<file path="config.mk">
export PLATFORM = sky130hd
export DESIGN_NAME = crg_rst_seq_flat
export DESIGN_NICKNAME = d
export VERILOG_FILES = /design/src/rtl/crg_rst_seq_if.sv /design/src/rtl/crg_rst_seq.sv /design/src/flat_wrapper.sv
export SDC_FILE = /design/constraint.sdc
export NUM_CORES = 1
export LEC_CHECK = 0
export ABC_AREA = 1
export ABC_CLOCK_PERIOD_IN_PS = 3990
export CAP_MARGIN = 20
export CORE_ASPECT_RATIO = 1.25
export CORE_MARGIN = 2
export CORE_UTILIZATION = 54
export CTS_BUF_LIST = sky130_fd_sc_hd__clkbuf_16
export CTS_CLUSTER_SIZE = 16
export DETAILED_ROUTE_END_ITERATION = 7
export PLACE_DENSITY_LB_ADDON = 0.2
export SLEW_MARGIN = 0
export SYNTH_ARGS = -nofsm -noshare
export SYNTH_HDL_FRONTEND = slang
export SYNTH_SLANG_ARGS = --single-unit
</file>
<file path="constraint.sdc">
create_clock -name clk_src -period 3.99 [get_ports clk_src]
set_clock_uncertainty 0.2 [all_clocks]
set_input_delay 0.399 -clock clk_src [delete_from_list [all_inputs] [get_ports clk_src]]
set_output_delay 0.399 -clock clk_src [all_outputs]
set_load 0.01 [all_outputs]
</file>
<file path="src/rtl/crg_rst_seq_if.sv">
// rtl/crg_rst_seq_if.sv - channel control/status bundle for the clock/reset sequencer
//
// Purpose : groups the per-channel request/enable/reset signals and the
//           sequencer status so the sequencer and its user share one port.
// Signals : ch_en_req     per-channel clock-enable request (user -> sequencer)
//           ch_gce        BUFGCE clock enable per channel   (sequencer -> user)
//           ch_rst_n      active-low channel reset          (sequencer -> user)
//           ch_ready      ch_rst_n & ch_gce                 (sequencer -> user)
//           seq_state     sequencer FSM state               (sequencer -> user)
//           lock_lost_cnt saturating lock-loss count        (sequencer -> user)
interface crg_rst_seq_if #(
  parameter int NUM_CH = 4
);
  logic [NUM_CH-1:0] ch_en_req;
  logic [NUM_CH-1:0] ch_gce;
  logic [NUM_CH-1:0] ch_rst_n;
  logic [NUM_CH-1:0] ch_ready;
  logic [1:0]        seq_state;
  logic [7:0]        lock_lost_cnt;

  modport master (
    output ch_en_req,
    input  ch_gce, ch_rst_n, ch_ready, seq_state, lock_lost_cnt
  );

  modport slave (
    input  ch_en_req,
    output ch_gce, ch_rst_n, ch_ready, seq_state, lock_lost_cnt
  );
endinterface

</file>
<file path="src/rtl/crg_rst_seq.sv">
// rtl/crg_rst_seq.sv - PLL-lock driven staggered clock-enable/reset release sequencer
//
// Purpose : waits for a stable PLL lock, then releases channel clock enables
//           and resets one channel per GAP_CYC-cycle slot, runs with per-channel
//           enables, and drops everything for GAP_CYC cycles on lock loss.
// Ports   : clk_src    block clock (rising edge)
//           rst_n_sys  synchronous active-low reset
//           pll_locked PLL lock, asynchronous to clk_src (2-flop synchronized)
//           ctl        crg_rst_seq_if.slave channel control/status bundle
module crg_rst_seq #(
  parameter int NUM_CH          = 4,
  parameter int LOCK_STABLE_CYC = 64,
  parameter int GAP_CYC         = 16
) (
  input  logic          clk_src,
  input  logic          rst_n_sys,
  input  logic          pll_locked,
  crg_rst_seq_if.slave  ctl
);

  localparam int STB_W  = $clog2(LOCK_STABLE_CYC + 1);
  localparam int GAP_W  = $clog2(GAP_CYC + 1);
  localparam int SLOT_W = $clog2(NUM_CH + 1);

  localparam logic [STB_W-1:0]  STB_LAST  = STB_W'(LOCK_STABLE_CYC - 1);
  localparam logic [GAP_W-1:0]  GAP_LAST  = GAP_W'(GAP_CYC - 1);
  localparam logic [SLOT_W-1:0] SLOT_LAST = SLOT_W'(NUM_CH - 1);

  typedef enum logic [1:0] {
    ST_WAIT_LOCK = 2'd0,
    ST_RELEASE   = 2'd1,
    ST_RUN       = 2'd2,
    ST_FAULT     = 2'd3
  } state_t;

  state_t              r_state;
  logic                r_lock_meta;
  logic                r_lock_s;
  logic [STB_W-1:0]    r_stable;
  logic [GAP_W-1:0]    r_gap;
  logic [SLOT_W-1:0]   r_slot;
  logic [NUM_CH-1:0]   r_gce;
  logic [NUM_CH-1:0]   r_rst_n;
  logic [NUM_CH-1:0]   r_ready;
  logic [7:0]          r_lost;

  logic [NUM_CH-1:0]   w_slot_oh;
  logic                w_lock_lost;

  // One-hot of the channel owning the current release slot.
  assign w_slot_oh   = NUM_CH'(1) << r_slot;
  // Lock loss only matters once channels may be running.
  assign w_lock_lost = !r_lock_s && (r_state == ST_RELEASE || r_state == ST_RUN);

  always_ff @(posedge clk_src) begin
    if (!rst_n_sys) begin
      r_state     <= ST_WAIT_LOCK;
      r_lock_meta <= 1'b0;
      r_lock_s    <= 1'b0;
      r_stable    <= '0;
      r_gap       <= '0;
      r_slot      <= '0;
      r_gce       <= '0;
      r_rst_n     <= '0;
      r_ready     <= '0;
      r_lost      <= '0;
    end else begin
      r_lock_meta <= pll_locked;
      r_lock_s    <= r_lock_meta;

      if (w_lock_lost) begin
        // Lock loss wins over every other transition, including RELEASE->RUN.
        r_state  <= ST_FAULT;
        r_gce    <= '0;
        r_rst_n  <= '0;
        r_ready  <= '0;
        r_stable <= '0;
        r_gap    <= '0;
        r_slot   <= '0;
        if (r_lost != 8'hFF) r_lost <= r_lost + 8'd1;
      end else begin
        case (r_state)
          ST_WAIT_LOCK: begin
            r_gce   <= '0;
            r_rst_n <= '0;
            r_ready <= '0;
            if (!r_lock_s) begin
              r_stable <= '0;
            end else if (r_stable == STB_LAST) begin
              r_stable <= '0;
              r_gap    <= '0;
              r_slot   <= '0;
              r_state  <= ST_RELEASE;
            end else begin
              r_stable <= r_stable + STB_W'(1);
            end
          end

          ST_RELEASE: begin
            // Bits only ever get set here, so serviced channels stay enabled.
            if (r_gap == '0) r_gce <= r_gce | w_slot_oh;
            if (r_gap == GAP_LAST) begin
              // Clock has been running for the whole slot; ready follows reset.
              r_rst_n <= r_rst_n | w_slot_oh;
              r_ready <= r_ready | w_slot_oh;
              r_gap   <= '0;
              if (r_slot == SLOT_LAST) begin
                r_slot  <= '0;
                r_state <= ST_RUN;
              end else begin
                r_slot <= r_slot + SLOT_W'(1);
              end
            end else begin
              r_gap <= r_gap + GAP_W'(1);
            end
          end

          ST_RUN: begin
            r_rst_n <= '1;
            r_gce   <= ctl.ch_en_req;
            r_ready <= ctl.ch_en_req;
          end

          ST_FAULT: begin
            r_gce   <= '0;
            r_rst_n <= '0;
            r_ready <= '0;
            if (r_gap == GAP_LAST) begin
              r_gap   <= '0;
              r_state <= ST_WAIT_LOCK;
            end else begin
              r_gap <= r_gap + GAP_W'(1);
            end
          end

          default: r_state <= ST_WAIT_LOCK;
        endcase
      end
    end
  end

  assign ctl.ch_gce        = r_gce;
  assign ctl.ch_rst_n      = r_rst_n;
  assign ctl.ch_ready      = r_ready;
  assign ctl.seq_state     = r_state;
  assign ctl.lock_lost_cnt = r_lost;

endmodule

</file>
<file path="src/flat_wrapper.sv">
// flat-port wrapper written by rule: the top's interface ports become plain ports
module crg_rst_seq_flat 
#(
  parameter int NUM_CH          = 4,
  parameter int LOCK_STABLE_CYC = 64,
  parameter int GAP_CYC         = 16
)
  (clk_src, rst_n_sys, pll_locked, ctl_ch_en_req, ctl_ch_gce, ctl_ch_rst_n, ctl_ch_ready, ctl_seq_state, ctl_lock_lost_cnt);
  crg_rst_seq_if #(.NUM_CH(NUM_CH)) ctl_i ();
  input  logic clk_src;
  input  logic rst_n_sys;
  input  logic pll_locked;
  input wire logic [$bits(ctl_i.ch_en_req)-1:0] ctl_ch_en_req;
  output wire logic [$bits(ctl_i.ch_gce)-1:0] ctl_ch_gce;
  output wire logic [$bits(ctl_i.ch_rst_n)-1:0] ctl_ch_rst_n;
  output wire logic [$bits(ctl_i.ch_ready)-1:0] ctl_ch_ready;
  output wire logic [$bits(ctl_i.seq_state)-1:0] ctl_seq_state;
  output wire logic [$bits(ctl_i.lock_lost_cnt)-1:0] ctl_lock_lost_cnt;
  assign ctl_i.ch_en_req = ctl_ch_en_req;
  assign ctl_ch_gce = ctl_i.ch_gce;
  assign ctl_ch_rst_n = ctl_i.ch_rst_n;
  assign ctl_ch_ready = ctl_i.ch_ready;
  assign ctl_seq_state = ctl_i.seq_state;
  assign ctl_lock_lost_cnt = ctl_i.lock_lost_cnt;
  crg_rst_seq #(.NUM_CH(NUM_CH), .LOCK_STABLE_CYC(LOCK_STABLE_CYC), .GAP_CYC(GAP_CYC)) u_core (.clk_src(clk_src), .rst_n_sys(rst_n_sys), .pll_locked(pll_locked), .ctl(ctl_i));
endmodule
</file>
Word-level counts from Yosys, hierarchy flattened
Cells that the tools add are included.
{"block": "word_totals", "reg_bits": 39, "wordCells": 74}
{"block": "op_classes", "n_addsub": 4, "n_eq_ne": 16, "shifts": 1, "mux": 24, "bitwise": 4, "n_reduce_logical": 15}
{"cell": "$pmux W4 S3", "n": 3}
{"cell": "$mux W5", "n": 3}
{"cell": "$mux W7", "n": 2}
{"cell": "$mux W2", "n": 6}
{"cell": "$mux W3", "n": 4}
{"cell": "$mux W4", "n": 3}
{"cell": "$or A4 B4 Y4", "n": 3}
{"cell": "$pmux W5 S2", "n": 1}
{"cell": "$ne A3 B1 Y1 const B", "n": 3}
{"cell": "$add A8 B1 Y8 const B", "n": 1}
{"cell": "$ne A8 B8 Y1 const B", "n": 1}
{"cell": "$add A7 B1 Y7 const B", "n": 1}
{"cell": "$eq A7 B6 Y1 const B", "n": 1}
{"cell": "$ne A3 B2 Y1 const B", "n": 2}
{"cell": "$pmux W2 S3", "n": 1}
{"cell": "$pmux W3 S2", "n": 1}
{"cell": "$reduce_and A6 Y1", "n": 1}
{"cell": "$reduce_or A2 Y1", "n": 3}
{"cell": "$add A5 B1 Y5 const B", "n": 1}
{"cell": "$eq A5 B4 Y1 const B", "n": 1}
{"cell": "$logic_not A5 Y1", "n": 1}
{"cell": "$eq A2 B2 Y1 const B", "n": 2}
{"cell": "$ne A2 B1 Y1 const B", "n": 2}
{"cell": "$ne A2 B2 Y1 const B", "n": 2}
{"cell": "other kinds (14)", "n": 15}

Logic depth before layout (Yosys ltp)
{"block": "depth", "depth_word": 5, "depth_mapped": 10, "ltp_nobuf": 10}

Worst setup path after synthesis
Ideal clock, no wire load.
{"block": "synth_timing", "path_kind": "reg2reg", "start": "register u_core.r_state[0], in the netlist u_core.ctl.seq_state[0]", "end": "register u_core.r_gce[0], in the netlist u_core.ctl.ch_gce[0]", "setup_time_ns": 0.070, "arrival_time_ns": 1.480, "required_time_ns": 3.720, "setup_slack_ns": 2.240, "path_stages_with_launch": 9, "n_path_buf": 1, "synth_period_minus_slack_ns": 1.750, "path_cell_list": "dfxtp_1 -> inv_1 -> ha_1 -> nand2_4 -> inv_2 -> nor2_4 -> inv_2 -> buf_2 -> a21oi_1"}
{"block": "synth_between", "elab_chain_len": 4, "elab_cells_between_ends": 10, "cone_classes": "eq/ne (4); mux (1); reduce/logical (5)"}
{"item": "start: declaration", "line": "crg_rst_seq.sv:36", "text": "state_t r_state;"}
{"item": "start signal: assignment", "line": "crg_rst_seq.sv:57", "text": "r_state <= ST_WAIT_LOCK;"}
{"item": "start signal: assignment", "line": "crg_rst_seq.sv:73", "text": "r_state <= ST_FAULT;"}
{"item": "start signal: assignment", "line": "crg_rst_seq.sv:93", "text": "r_state <= ST_RELEASE;"}
{"item": "branches (longest 4 deep; another with $pmux W4 S3)"}
{"item": "end signal: assignment", "line": "crg_rst_seq.sv:101", "text": "if (r_gap == '0) r_gce <= r_gce | w_slot_oh;"}
{"item": "end signal: assignment", "line": "crg_rst_seq.sv:120", "text": "r_gce <= ctl.ch_en_req;"}
{"item": "end: declaration", "line": "crg_rst_seq.sv:42", "text": "logic [NUM_CH-1:0] r_gce;"}
Several ways; the timed one is not identified.
A chain may end at the register's enable or synchronous reset.

Worst setup path in the final report
{"block": "layout_timing", "start": "register u_core.r_state[1], in the netlist u_core.ctl.seq_state[1]", "end": "register u_core.r_slot[2]"}
{"block": "layout_between", "elab_chain_len": 4, "elab_cells_between_ends": 12, "cone_classes": "eq/ne (5); mux (1); reduce/logical (6)"}
{"item": "branches (longest 4 deep; another with $reduce_and A4 Y1)"}
{"item": "end signal: assignment", "line": "crg_rst_seq.sv:111", "text": "r_slot <= r_slot + SLOT_W'(1);"}
{"item": "end: declaration", "line": "crg_rst_seq.sv:41", "text": "logic [SLOT_W-1:0] r_slot;"}
Several ways; the timed one is not identified.

==> results by group <==
Timing
  – Hold WS: 0.214 ns
  – Worst Max-Slew Pin Slew: 0.561 ns
  – TNS Setup: 0 ns
  – Max-slew headroom: 0.626
  – Fin crit share: 0.523
  – Achievable clock frequency: 479 MHz
  – Crit path time final: 2.09 ns
  – RSZ-0062 raised after global routing: no
  – Slew Viols, Final: 0
  – Final setup violation count: 0
  – Final Hold Fails: 0

Placement
  – GPL Wtd Cong: 0.906
  – PortBufs: 28
  – Dpl hpwl: 3190 um

CTS
  – CTS tree: yes
  – Clock Latency Late Sink: 0.28 ns
  – Root Driver: clkbuf_16
  – Clock sinks: 39
  – Clock buffer depth: 2
  – CTS H-tree depth: 2
  – Total setup buffers inserted after CTS: 0
  – Hold-fix buffers, CTS: 0
  – CTS Buf Count: 5
  – CTS resizes: 0
  – Clock transition at the registers of the reported paths: 0.05 ns

Die
  – Die width: 59.1 um
  – Core region area: 0.00372 sq mm
  – Die area: 0.00430 sq mm
  – Starting Density: 0.550
  – Rows: 25
  – Die Ht: 72.9 um
  – Ports: 29

Routing
  – Top sig layer: met4
  – Routed WL per cell: 12.3 um
  – Vias/cell: 5.41
  – Met2 routed WL: 2270 um
  – DRT Pass-1 Iters: 4
  – Met3 routed WL: 168 um
  – Wl on met1: 1800 um
  – Post-DRT Antenna Nets: 0
  – DRC viols: 0
  – Vias: 1922
  – DRT iter0 DRCs: 79
  – Total Routed Length: 4360 um

Logic synthesis
  – Number of flops mapped to enable cells by yosys: 0
  – Yosys top cell by area: dfxtp_1
  – YS warnings: 0
  – Synth Cell Area: 0.00205 sq mm
  – Ys flop type: dfxtp_1
  – Sequential-to-total area share from yosys stat: 0.381
  – Avg Cell Area, Syn: 7.21 sq um
  – Synth unique cells: 28
  – Post-synth top area share: 0.381
  – Synth Register Bits: 39
  – Post-synth ARST share: 0
  – Gate Count Post-Synth: 284
  – Largest cells by area after synthesis: dfxtp_1, nand2_1, a21oi_1, ha_1, nor2_1
  – Mapped Nets: 304

Global route
  – GRT Total Usage: 0.226
  – Antenna violations before repair: 0
  – Vias in the first global route: 1760
  – Largest net degree at the start of global routing: 18
  – First-pass GRT wire length: 7470 um
  – GRT overflow: 0

Outcome
  – Status: completed

Critical path
  – CP required: 3.96 ns
  – Worst reg2reg path depth: 7
  – Setup CP Type: reg -> reg
  – Critical-path maximum fanout: 16
  – Arrival time at the worst endpoint: 2.06 ns
  – R2R Path Start: u_core.ctl.seq_state[1]
  – Worst R2R End: u_core.r_slot[2]
  – Crit. End Element: register
  – Startpoint types: register
  – R2R setup slack: 1.90 ns

Finish
  – Most frequent cells in the layout: nand2_1, dfxtp_1, a21oi_1
  – Nets: 334
  – Area delta synth->final: 21.3%
  – Layout cells sized above 1: 0.0825
  – Commonest non-fill, non-tap cell in the layout: nand2_1
  – # diodes: 0

Min path
  – Min-delay src: u_core.r_lock_meta
  – Hold Path Class: reg -> reg
  – Worst Hold End: u_core.r_lock_s
  – Worst Hold Depth: 2

Power
  – Power density cells: 314 mW/mm^2
  – LEAKAGE: 0.000998 uW
  – VDD IR max: 0.000240 V

Job
  – Maxcap violations: 0
Yosys cell counts, types with 2 or more instances:
cell type and instances:
a211oi_1 3, a21oi_1 33, a21oi_2 2, buf_2 4, dfxtp_1 39, ha_1 13
inv_1 24, inv_2 6, nand2_1 66, nand2_2 4, nand3_1 21, nor2_1 30
nor2_2 4, nor2_4 3, nor3_1 2, o21ai_0 13, o21ai_1 3, xor2_1 4
power by group:
group          internal, uW  total, uW  switching, uW
clock                   225        369            145
sequential              391        392           1.20
combinational          8.49       19.6           11.1
stage by stage:
step / std cells / area (sq um) / utilization / setup slack, ns / total power [uW]
global route: 355 / 2480 / 0.667 / 1.70 / 810
global placement: 347 / 2350 / 0.631 / 1.83 / 420
CTS: 355 / 2480 / 0.667 / 1.89 / 788
floorplan: 284 / 2050 / - / 2.24 / 412
detailed placement: 347 / 2350 / 0.631 / 1.75 / 420
finish: 355 / 2480 / 0.667 / 1.90 / 781
state kept, by name, summed over array words and instances, names as in the netlist:
name                      cells
u_core.ctl.ch_gce             4
u_core.ctl.ch_ready           4
u_core.ctl.ch_rst_n           4
u_core.ctl.lock_lost_cnt      8
u_core.ctl.seq_state          2
u_core.r_gap                  5
u_core.r_lock_meta            1
u_core.r_lock_s               1
u_core.r_slot                 3
u_core.r_stable               7
routing by layer:
| metal | global-route usage | vias up |
|---|---|---|
| met5 | 0 | - |
| met4 | 0.0985 | 0 |
| met3 | 0.0479 | 11 |
| met2 | 0.409 | 49 |
| met1 | 0.247 | 881 |
| li1 | - | 981 |
final cells by class:
cell class / count / area (sq um)
clock buffers: 5 / 125
flip-flops and latches: 39 / 781
fillers: 333 / 1240
inverters: 30 / 113
clock inverters: 3 / 11.3
repair buffers: 28 / 280
multi-input cells: 210 / 1120
well taps: 40 / 50.0
worst max path at each step:
stage / startpoint / to / cells after the start
3_3_place_gp: rst_n_sys / u_core.r_stable[0] / 6
3_5_place_dp: rst_n_sys / u_core.ctl.ch_ready[1] / 5
2_1_floorplan: u_core.ctl.seq_state[0] / u_core.ctl.ch_gce[0] / 8
5_1_grt: u_core.ctl.seq_state[1] / u_core.r_slot[2] / 7
4_1_cts: u_core.ctl.seq_state[1] / u_core.r_slot[2] / 7
6_report: u_core.ctl.seq_state[1] / u_core.r_slot[2] / 7
kinds of logic (layout without fill, tap and decap cells):
logic type,Yosys count,after routing,synth area share
AND/OR/NAND/NOR,133,133,0.285
AO/OA/AOI/OAI,59,59,0.162
flip-flops,39,39,0.381
buffers and inverters,35,66,0.0703
adder cells (fa/ha/maj),13,13,0.0794
XOR/XNOR,5,5,0.0214
critical path, stage by stage, from the launching register on:
cell and delay [ns]:
dfxtp_1 0.34, inv_1 0.11, ha_1 0.52, inv_2 0.23
o21ai_1 0.29, nand2_2 0.10, o21ai_1 0.14, inv_1 0.05
Note: power is estimated with default switching activity, not from simulation.
